`src/rtl/ising_run_ctrl.sv`:
```
// Run controller for the Ising array: drives reset/settle/sample runs per job,
// scores each stable sample as a max-cut value and keeps the best normalized phase.
module ising_run_ctrl #(
   parameter int N              = 6,
   parameter int NUM_WEIGHTS    = 3,
   parameter int WEIGHT_W       = $clog2(NUM_WEIGHTS),
   parameter int NUM_PAIRS      = N*(N-1)/2,
   parameter int WB             = NUM_PAIRS*WEIGHT_W,
   parameter int CUT_W          = $clog2(NUM_PAIRS+1),
   parameter int SETTLE_W       = 16,
   parameter int RUNS_W         = 4,
   parameter int STABLE_CYCLES  = 8,
   parameter int SAMPLE_TIMEOUT = 128
) (
   input  logic                clk,
   input  logic                rst,
   input  logic                start,
   input  logic [WB-1:0]       weights_in,
   input  logic [SETTLE_W-1:0] settle_cycles,
   input  logic [RUNS_W-1:0]   num_runs,
   input  logic [N-1:0]        phase_in,
   output logic                array_rstn,
   output logic [WB-1:0]       array_weights,
   output logic                busy,
   output logic                done,
   output logic [N-1:0]        best_phase,
   output logic [CUT_W-1:0]    best_cut,
   output logic                best_valid,
   output logic [RUNS_W-1:0]   runs_done,
   output logic [RUNS_W-1:0]   unstable_runs
);

   localparam int SW = $clog2(STABLE_CYCLES+1);
   localparam int TW = $clog2(SAMPLE_TIMEOUT);
   localparam int PW = $clog2(NUM_PAIRS);
   localparam int IW = $clog2(N);

   typedef enum logic [2:0] {IDLE, ARST, SETTLE, SAMPLE, SCORE, UPDATE, DONE_S} state_t;

   state_t              state;
   logic [SETTLE_W-1:0] settle_q;
   logic [SETTLE_W-1:0] set_cnt;
   logic [RUNS_W-1:0]   runs_q;
   logic [RUNS_W:0]     arst_cnt;
   logic [RUNS_W:0]     arst_last;
   logic [N-1:0]        sample_q;
   logic [SW-1:0]       stab_cnt;
   logic [SW-1:0]       stab_next;
   logic [TW-1:0]       tmo_cnt;
   logic [N-1:0]        cur_phase;
   logic                run_ok;
   logic [PW-1:0]       pair_cnt;
   logic [IW-1:0]       pi;
   logic [IW-1:0]       pj;
   logic [CUT_W-1:0]    cut_acc;
   logic [WEIGHT_W-1:0] w_sel;
   logic                pair_hit;

   // Run r holds the array in reset for 4+r cycles so each run starts from a different phase.
   assign arst_last = {1'b0, runs_done} + (RUNS_W+1)'(3);

   always_comb begin
      stab_next = SW'(1);
      if (stab_cnt != '0 && phase_in == sample_q)
         stab_next = stab_cnt + SW'(1);
      w_sel    = array_weights[WEIGHT_W*int'(pair_cnt) +: WEIGHT_W];
      pair_hit = (w_sel == '0) && (cur_phase[pi] != cur_phase[pj]);
   end

   always_ff @(posedge clk or posedge rst) begin
      if (rst) begin
         state         <= IDLE;
         array_rstn    <= 1'b0;
         array_weights <= '0;
         busy          <= 1'b0;
         done          <= 1'b0;
         best_phase    <= '0;
         best_cut      <= '0;
         best_valid    <= 1'b0;
         runs_done     <= '0;
         unstable_runs <= '0;
         settle_q      <= '0;
         set_cnt       <= '0;
         runs_q        <= '0;
         arst_cnt      <= '0;
         sample_q      <= '0;
         stab_cnt      <= '0;
         tmo_cnt       <= '0;
         cur_phase     <= '0;
         run_ok        <= 1'b0;
         pair_cnt      <= '0;
         pi            <= '0;
         pj            <= '0;
         cut_acc       <= '0;
      end else begin
         done <= 1'b0;
         case (state)
            IDLE: begin
               array_rstn <= 1'b0;
               if (start) begin
                  array_weights <= weights_in;
                  settle_q      <= settle_cycles;
                  runs_q        <= (num_runs == '0) ? RUNS_W'(1) : num_runs;
                  best_phase    <= '0;
                  best_cut      <= '0;
                  best_valid    <= 1'b0;
                  runs_done     <= '0;
                  unstable_runs <= '0;
                  busy          <= 1'b1;
                  arst_cnt      <= '0;
                  state         <= ARST;
               end
            end
            ARST: begin
               if (arst_cnt == arst_last) begin
                  array_rstn <= 1'b1;
                  set_cnt    <= '0;
                  stab_cnt   <= '0;
                  tmo_cnt    <= '0;
                  state      <= (settle_q == '0) ? SAMPLE : SETTLE;
               end else begin
                  arst_cnt <= arst_cnt + 1'b1;
               end
            end
            SETTLE: begin
               if (set_cnt == settle_q - 1'b1) state <= SAMPLE;
               else                            set_cnt <= set_cnt + 1'b1;
            end
            SAMPLE: begin
               sample_q <= phase_in;
               stab_cnt <= stab_next;
               tmo_cnt  <= tmo_cnt + 1'b1;
               if (stab_next == SW'(STABLE_CYCLES)) begin
                  // Normalize so the local-field spin is always 1; the cut is symmetric.
                  cur_phase <= phase_in[N-1] ? phase_in : ~phase_in;
                  run_ok    <= 1'b1;
                  pair_cnt  <= '0;
                  pi        <= '0;
                  pj        <= IW'(1);
                  cut_acc   <= '0;
                  state     <= SCORE;
               end else if (tmo_cnt == TW'(SAMPLE_TIMEOUT-1)) begin
                  run_ok        <= 1'b0;
                  unstable_runs <= unstable_runs + 1'b1;
                  state         <= UPDATE;
               end
            end
            SCORE: begin
               cut_acc  <= cut_acc + CUT_W'(pair_hit);
               pair_cnt <= pair_cnt + 1'b1;
               if (pj == IW'(N-1)) begin
                  pi <= pi + 1'b1;
                  pj <= pi + IW'(2);
               end else begin
                  pj <= pj + 1'b1;
               end
               if (pair_cnt == PW'(NUM_PAIRS-1)) state <= UPDATE;
            end
            UPDATE: begin
               if (run_ok && (!best_valid || cut_acc > best_cut)) begin
                  best_phase <= cur_phase;
                  best_cut   <= cut_acc;
                  best_valid <= 1'b1;
               end
               runs_done  <= runs_done + 1'b1;
               array_rstn <= 1'b0;
               arst_cnt   <= '0;
               if (runs_done + 1'b1 == runs_q) begin
                  done  <= 1'b1;
                  busy  <= 1'b0;
                  state <= DONE_S;
               end else begin
                  state <= ARST;
               end
            end
            DONE_S: state <= IDLE;
            default: state <= IDLE;
         endcase
      end
   end

endmodule

```
`config.mk`:
```
export PLATFORM = sky130hd
export DESIGN_NAME = ising_run_ctrl
export DESIGN_NICKNAME = d
export VERILOG_FILES = /design/src/rtl/ising_run_ctrl.sv
export SDC_FILE = /design/constraint.sdc
export NUM_CORES = 1
export LEC_CHECK = 0
export BUFFER_PORTS_ARGS = -buffer_cell sky130_fd_sc_hd__buf_2
export CORE_UTILIZATION = 40
export DETAILED_ROUTE_END_ITERATION = 8
export SKIP_CTS_REPAIR_TIMING = 1
export SLEW_MARGIN = 40
export SYNTH_ARGS = -nofsm -noshare
export SYNTH_HDL_FRONTEND = slang
export SYNTH_SLANG_ARGS = --single-unit
```
`constraint.sdc`:
```
create_clock -name clk -period 5.45 [get_ports clk]
set_input_delay 0.545 -clock clk [delete_from_list [all_inputs] [get_ports clk]]
set_output_delay 0.545 -clock clk [all_outputs]
set_load 0.03 [all_outputs]
```
After elaboration in Yosys (flattened, before gate mapping)
Cells that the tools add are included.

Register bits after elaboration: 134. Input bits: 59. Output and inout bits: 52. Word-level logic and storage cells: 158.

Add/sub/neg operators: 13. Order comparisons: 3. Equality and inequality tests: 27. Shifts and indexed selects: 1. Mux-type cells: 57. Bitwise gates (word level): 1. Reductions and logical operators: 33.

Operator list (number): one-hot mux 4 bit (2 select lines) (6); 2-to-1 mux 3 bit (11); 2-to-1 mux 16 bit (2); 2-to-1 mux 4 bit (8); one-hot mux 16 bit (2 select lines) (1); indexed part select 30 x 6 -> 2 bit (1); inequality test 2 bit (second input constant) (12); 2-to-1 mux 6 bit (3); one-hot mux 3 bit (6 select lines) (1); adder 16 x 1 -> 16 bit (second input constant) (1); adder 4 x 1 -> 4 bit (second input constant) (4); equality test 16 bit (1); zero test 16 bit (1); subtractor 16 x 1 -> 16 bit (second input constant) (1); one-hot mux 5 bit (3 select lines) (1); AND reduction 3 bit (5); one-hot mux 7 bit (2 select lines) (1); AND reduction 2 bit (7); nonzero test 2 bit (7); 2-to-1 mux 1 bit (12); one-hot mux 3 bit (2 select lines) (2); one-hot mux 6 bit (2 select lines) (1); 2-to-1 mux 5 bit (2); equality test 3 bit (second input constant) (3); other kinds (32) (41).

Logic depth before layout (Yosys ltp)
Depth after elaboration: 6. Depth in mapped cells: 12. Mapped depth without buffers: 10.

Worst setup path before layout
OpenSTA, ideal clock, no wires.

Path type: reg-to-reg. Start point: register runs_done[0]. End point: register stab_cnt[3]. Library setup time: 0.128 ns. Arrival time: 2.610 ns. Required time: 5.322 ns. Setup slack: 2.712 ns. Cell stages (with the launch flop): 10. Path buffers: 0. Period minus slack after synthesis: 2.738 ns. Cells stage by stage: dfrtp_1 -> inv_1 -> ha_1 -> or3_1 -> a221oi_1 -> o2111ai_1 -> nor3_1 -> nor2_1 -> o21ai_0 -> o31ai_1.

Longest elaborated chain between the ends: 4.

RTL lines: start: declaration (RTL line 29) `output logic [RUNS_W-1:0] runs_done,`; start signal: assignment (RTL line 165) `runs_done <= runs_done + 1'b1;`; adder 4 x 2 -> 5 bit (RTL line 60) `assign arst_last = {1'b0, runs_done} + (RUNS_W+1)'(3);`; equality test 5 bit (RTL line 115) `if (arst_cnt == arst_last) begin`; inequality test 2 bit (no line); AND reduction 2 bit (no line); end signal: assignment (RTL line 131) `stab_cnt <= stab_next;`; end: declaration (RTL line 47) `logic [SW-1:0] stab_cnt;`.

Every way passes these cells. A chain may end at the register's enable or synchronous reset.

Worst setup path after layout
Start point: register settle_q[6]. End point: register set_cnt[15].

Longest elaborated chain between the ends: 4.

RTL lines: start: declaration (RTL line 41) `logic [SETTLE_W-1:0] settle_q;`; start signal: assignment (RTL line 102) `settle_q <= settle_cycles;`; subtractor 16 x 1 -> 16 bit (RTL line 126) `if (set_cnt == settle_q - 1'b1) state <= SAMPLE;`; equality test 16 bit (RTL line 126); inequality test 2 bit (no line); AND reduction 3 bit (no line); end signal: assignment (RTL line 127) `else set_cnt <= set_cnt + 1'b1;`; end: declaration (RTL line 42) `logic [SETTLE_W-1:0] set_cnt;`.

Every way passes these cells.

==> summary.txt <==
Outcome
  • Status: complete, no violations

Power
  • Power Dens Cells: 548 nW/um2
  • Net Sw Frac: 42.0%
  • Clock network power share: 25.2%
  • P_leak: 0.00406 uW
  • Logic gate share of total power: 37.8%
  • Maximum VDD drop: 0.000300 V
  • Sequential Power Share: 37.0%
  • Psw: 1970 uW
  • Int Power: 2720 uW

Layout
  • Storage cell area: 3350 um2
  • Fillers: 1725
  • Layout cell share with drive strength beyond 1: 17.2%
  • Ant. Diodes: 0
  • P&R area growth vs syn: 18.2%
  • Multi-input combinational cell area: 3640 um2
  • Nets@finish: 1008
  • Final instance area: 8560 um2

Logic synthesis
  • Netlist cell types: 63
  • Mapped Area: 7240 um2
  • Syn Area/Cell: 8.66 um2
  • Cell taking the most area after synthesis: dfrtp_1
  • Register area share after synthesis: 46.3%
  • Synth top cells by count: nand2_1 (241), dfrtp_1 (134), o21ai_0 (60)
  • Ys Warns: 0
  • Synth top area share: 46.3%
  • Synth Flop Type: dfrtp_1
  • Post-Synthesis Cells: 836
  • EDFF count, synth: 0
  • Post-synth ARST share: 100%
  • FF+latch count, synth: 134
  • Top cells by area, synth: dfrtp_1 (46%), nand2_1 (12%), o21ai_0 (4.1%)
  • Most numerous cell in the Yosys netlist: nand2_1
  • Syn_nets: 915

Clocking
  • Clk_lat worst skew: 0.42 ns
  • Htree depth: 4
  • CTS tree: yes
  • Clk slew on worst S/H paths: 0.06 ns
  • CTS max path bufs: 2
  • CTS Sinks: 134
  • Root Buffer: clkbuf_16
  • Number of CTS-inserted buffers: 17

Critical path
  • Buf+Inv Stages, Crit Path: 0
  • Worst Path Max Fanout: 24
  • Crit path launch type: flop
  • Setup crit end kind: flop
  • WP data arrival: 3.26 ns
  • Worst Path Required: 5.79 ns
  • CP top delay family: simple AND/OR/NAND/NOR gates
  • Kind of critical path: flop to flop
  • CP Cell Sequence: or4_4 > nor4b_2 > xnor2_1 > o32ai_1 > o2111a_2 > or4_1 > a21oi_1
  • Crit path max-delay cell type: or4_4
  • Slowest stage delay, CP: 0.61 ns

Floorplan
  • Core ar.: 17500 um2
  • DIE WIDTH: 137 um
  • Row cnt: 48
  • IO Pins: 111
  • DIE AREA: 18600 um2
  • Chip height: 137 um
  • Initial Utilization: 41.4%

Route
  • Drt total wl: 17400 um
  • Final ANT Viol Nets: 0
  • Routed WL per cell: 14.9 um
  • Residual DRC count: 0
  • DRT iter0 DRCs: 435
  • Via density: 5.22
  • Vias: 6089
  • 1st-pass router iterations: 5

Flow run
  • Maxcap violations: 0

Timing
  • Unrepaired setup endpoints after global routing: no
  • Fin. Hold Viols: 0
  • Fmax: 343 MHz
  • Normalized max-slew margin: 49.9%
  • Max Transition Viols Final: 0
  • Final setup fails: 0
  • Worst Max-Slew Pin Slew: 0.750 ns
  • Period minus WS final: 2.91 ns
  • Clk_skew: 0.0104 ns
  • Period Utilization, post-route: 53.5%
  • Fin Setup TNS: 0 ns
  • Final worst setup slack: 2.54 ns

Placement
  • Hpwl dp: 12100 um
  • Port Buffer Count: 110
  • GP Congestion: 0.814
  • Placed cell area: 7950 um2
  • DP Worst Slack: 2.55 ns

Global routing
  • First-pass GRT wire length: 29000 um
  • Tot GR Track Use: 20.1%
  • Grt ovf: 0
  • Largest net degree at the start of global routing: 89
  • Initial antenna violation count: 0
  • Vias in the first global route: 5591

Hold path
  • Hold Path Class: input port to asynchronous set/reset pin
final cells by class:
type | instances | share of cell area [%]
well taps | 225 | 3.29
flip-flops and latches | 134 | 39.2
repair buffers | 116 | 6.96
clock buffers | 20 | 5.34
inverters | 20 | 0.965
clock inverters | 12 | 1.77
multi-input cells | 640 | 42.5
worst reg2reg max path, stage by stage, from the launching register on:
cell and delay [ns]:
dfrtp_1 0.44, or4_4 0.61, nor4b_2 0.36, xnor2_1 0.17, o32ai_1 0.12, o2111a_2 0.44, or4_1 0.55, a21oi_1 0.15
power by group through the flow:
stage | sequential, uW | combinational [uW] | clock (uW)
after floorplan | 1850 | 1180 | 0
after global placement | 1740 | 1770 | 0
after detailed placement | 1750 | 1780 | 0
after CTS | 1730 | 1790 | 1210
after global routing | 1800 | 2010 | 1250
final | 1740 | 1770 | 1180
routing by layer:
metal | vias to the layer above | routed length [um] | share of wire [%] | GRT usage (%)
li1 | 3055 | - | - | -
met1 | 2911 | 8770 | 50 | 29.2
met2 | 109 | 7740 | 45 | 29.8
met3 | 14 | 651 | 3.7 | 4.19
met4 | 0 | 228 | 1.3 | 6.17
met5 | - | 0 | 0 | 0
sequential cells by signal, indices dropped and copies added (netlist names), 5 cells and up:
name	cells
arst_cnt	5
settle_q	16
best_phase	6
cur_phase	6
tmo_cnt	7
set_cnt	16
sample_q	6
array_weights	30
stage by stage:
step                      power, uW  util, %  hold slack [ns]  std cells
after global routing           5050     49.0            0.267       1167
after floorplan                3030        -            0.442        836
after CTS                      4740     49.0            0.293       1167
after global placement         3510     45.5            0.469       1135
after detailed placement       3530     45.5            0.478       1135
final                          4690     49.0            0.208       1167
final timing paths:
check / startpoint / end / slack (ns) / depth (start not counted)
max: settle_q[6] / set_cnt[15] / 2.54 / 7
min: rst / unstable_runs[2] / 0.21 / 2
max reg2reg: settle_q[6] / set_cnt[15] / 2.54 / 7
min reg2reg: runs_q[0] / runs_q[0] / 0.49 / 2
max in group asynchronous: rst / array_weights[26] / 4.19 / 3
min in group clk: weights_in[4] / array_weights[4] / 0.31 / 3
placed cells by master, fill, tap and decap left out, drive strengths merged, types with 6 or more instances in the layout:
master and count:
a211oi 13, a21oi 20, buf 116, clkbuf 20, clkinv 6, dfrtp 134, ha 20, inv 21
mux2i 9, nand2 241, nand2b 14, nand3 33, nand4 11, nor2 39, nor2b 6, nor3 17
nor4 9, o211ai 8, o21ai 70, o31ai 12, or3 8, xnor2 28, xor2 20
logic make-up after synthesis:
family / Yosys count / synth area share, %
flops: 134 / 46.3
simple gates: 408 / 25.8
xor+xnor: 48 / 5.81
buf+inv: 62 / 3.53
compound gates: 149 / 12.6
fa+ha+maj: 20 / 3.46
mux: 15 / 2.49
Note: power is estimated with default switching activity, not from simulation.
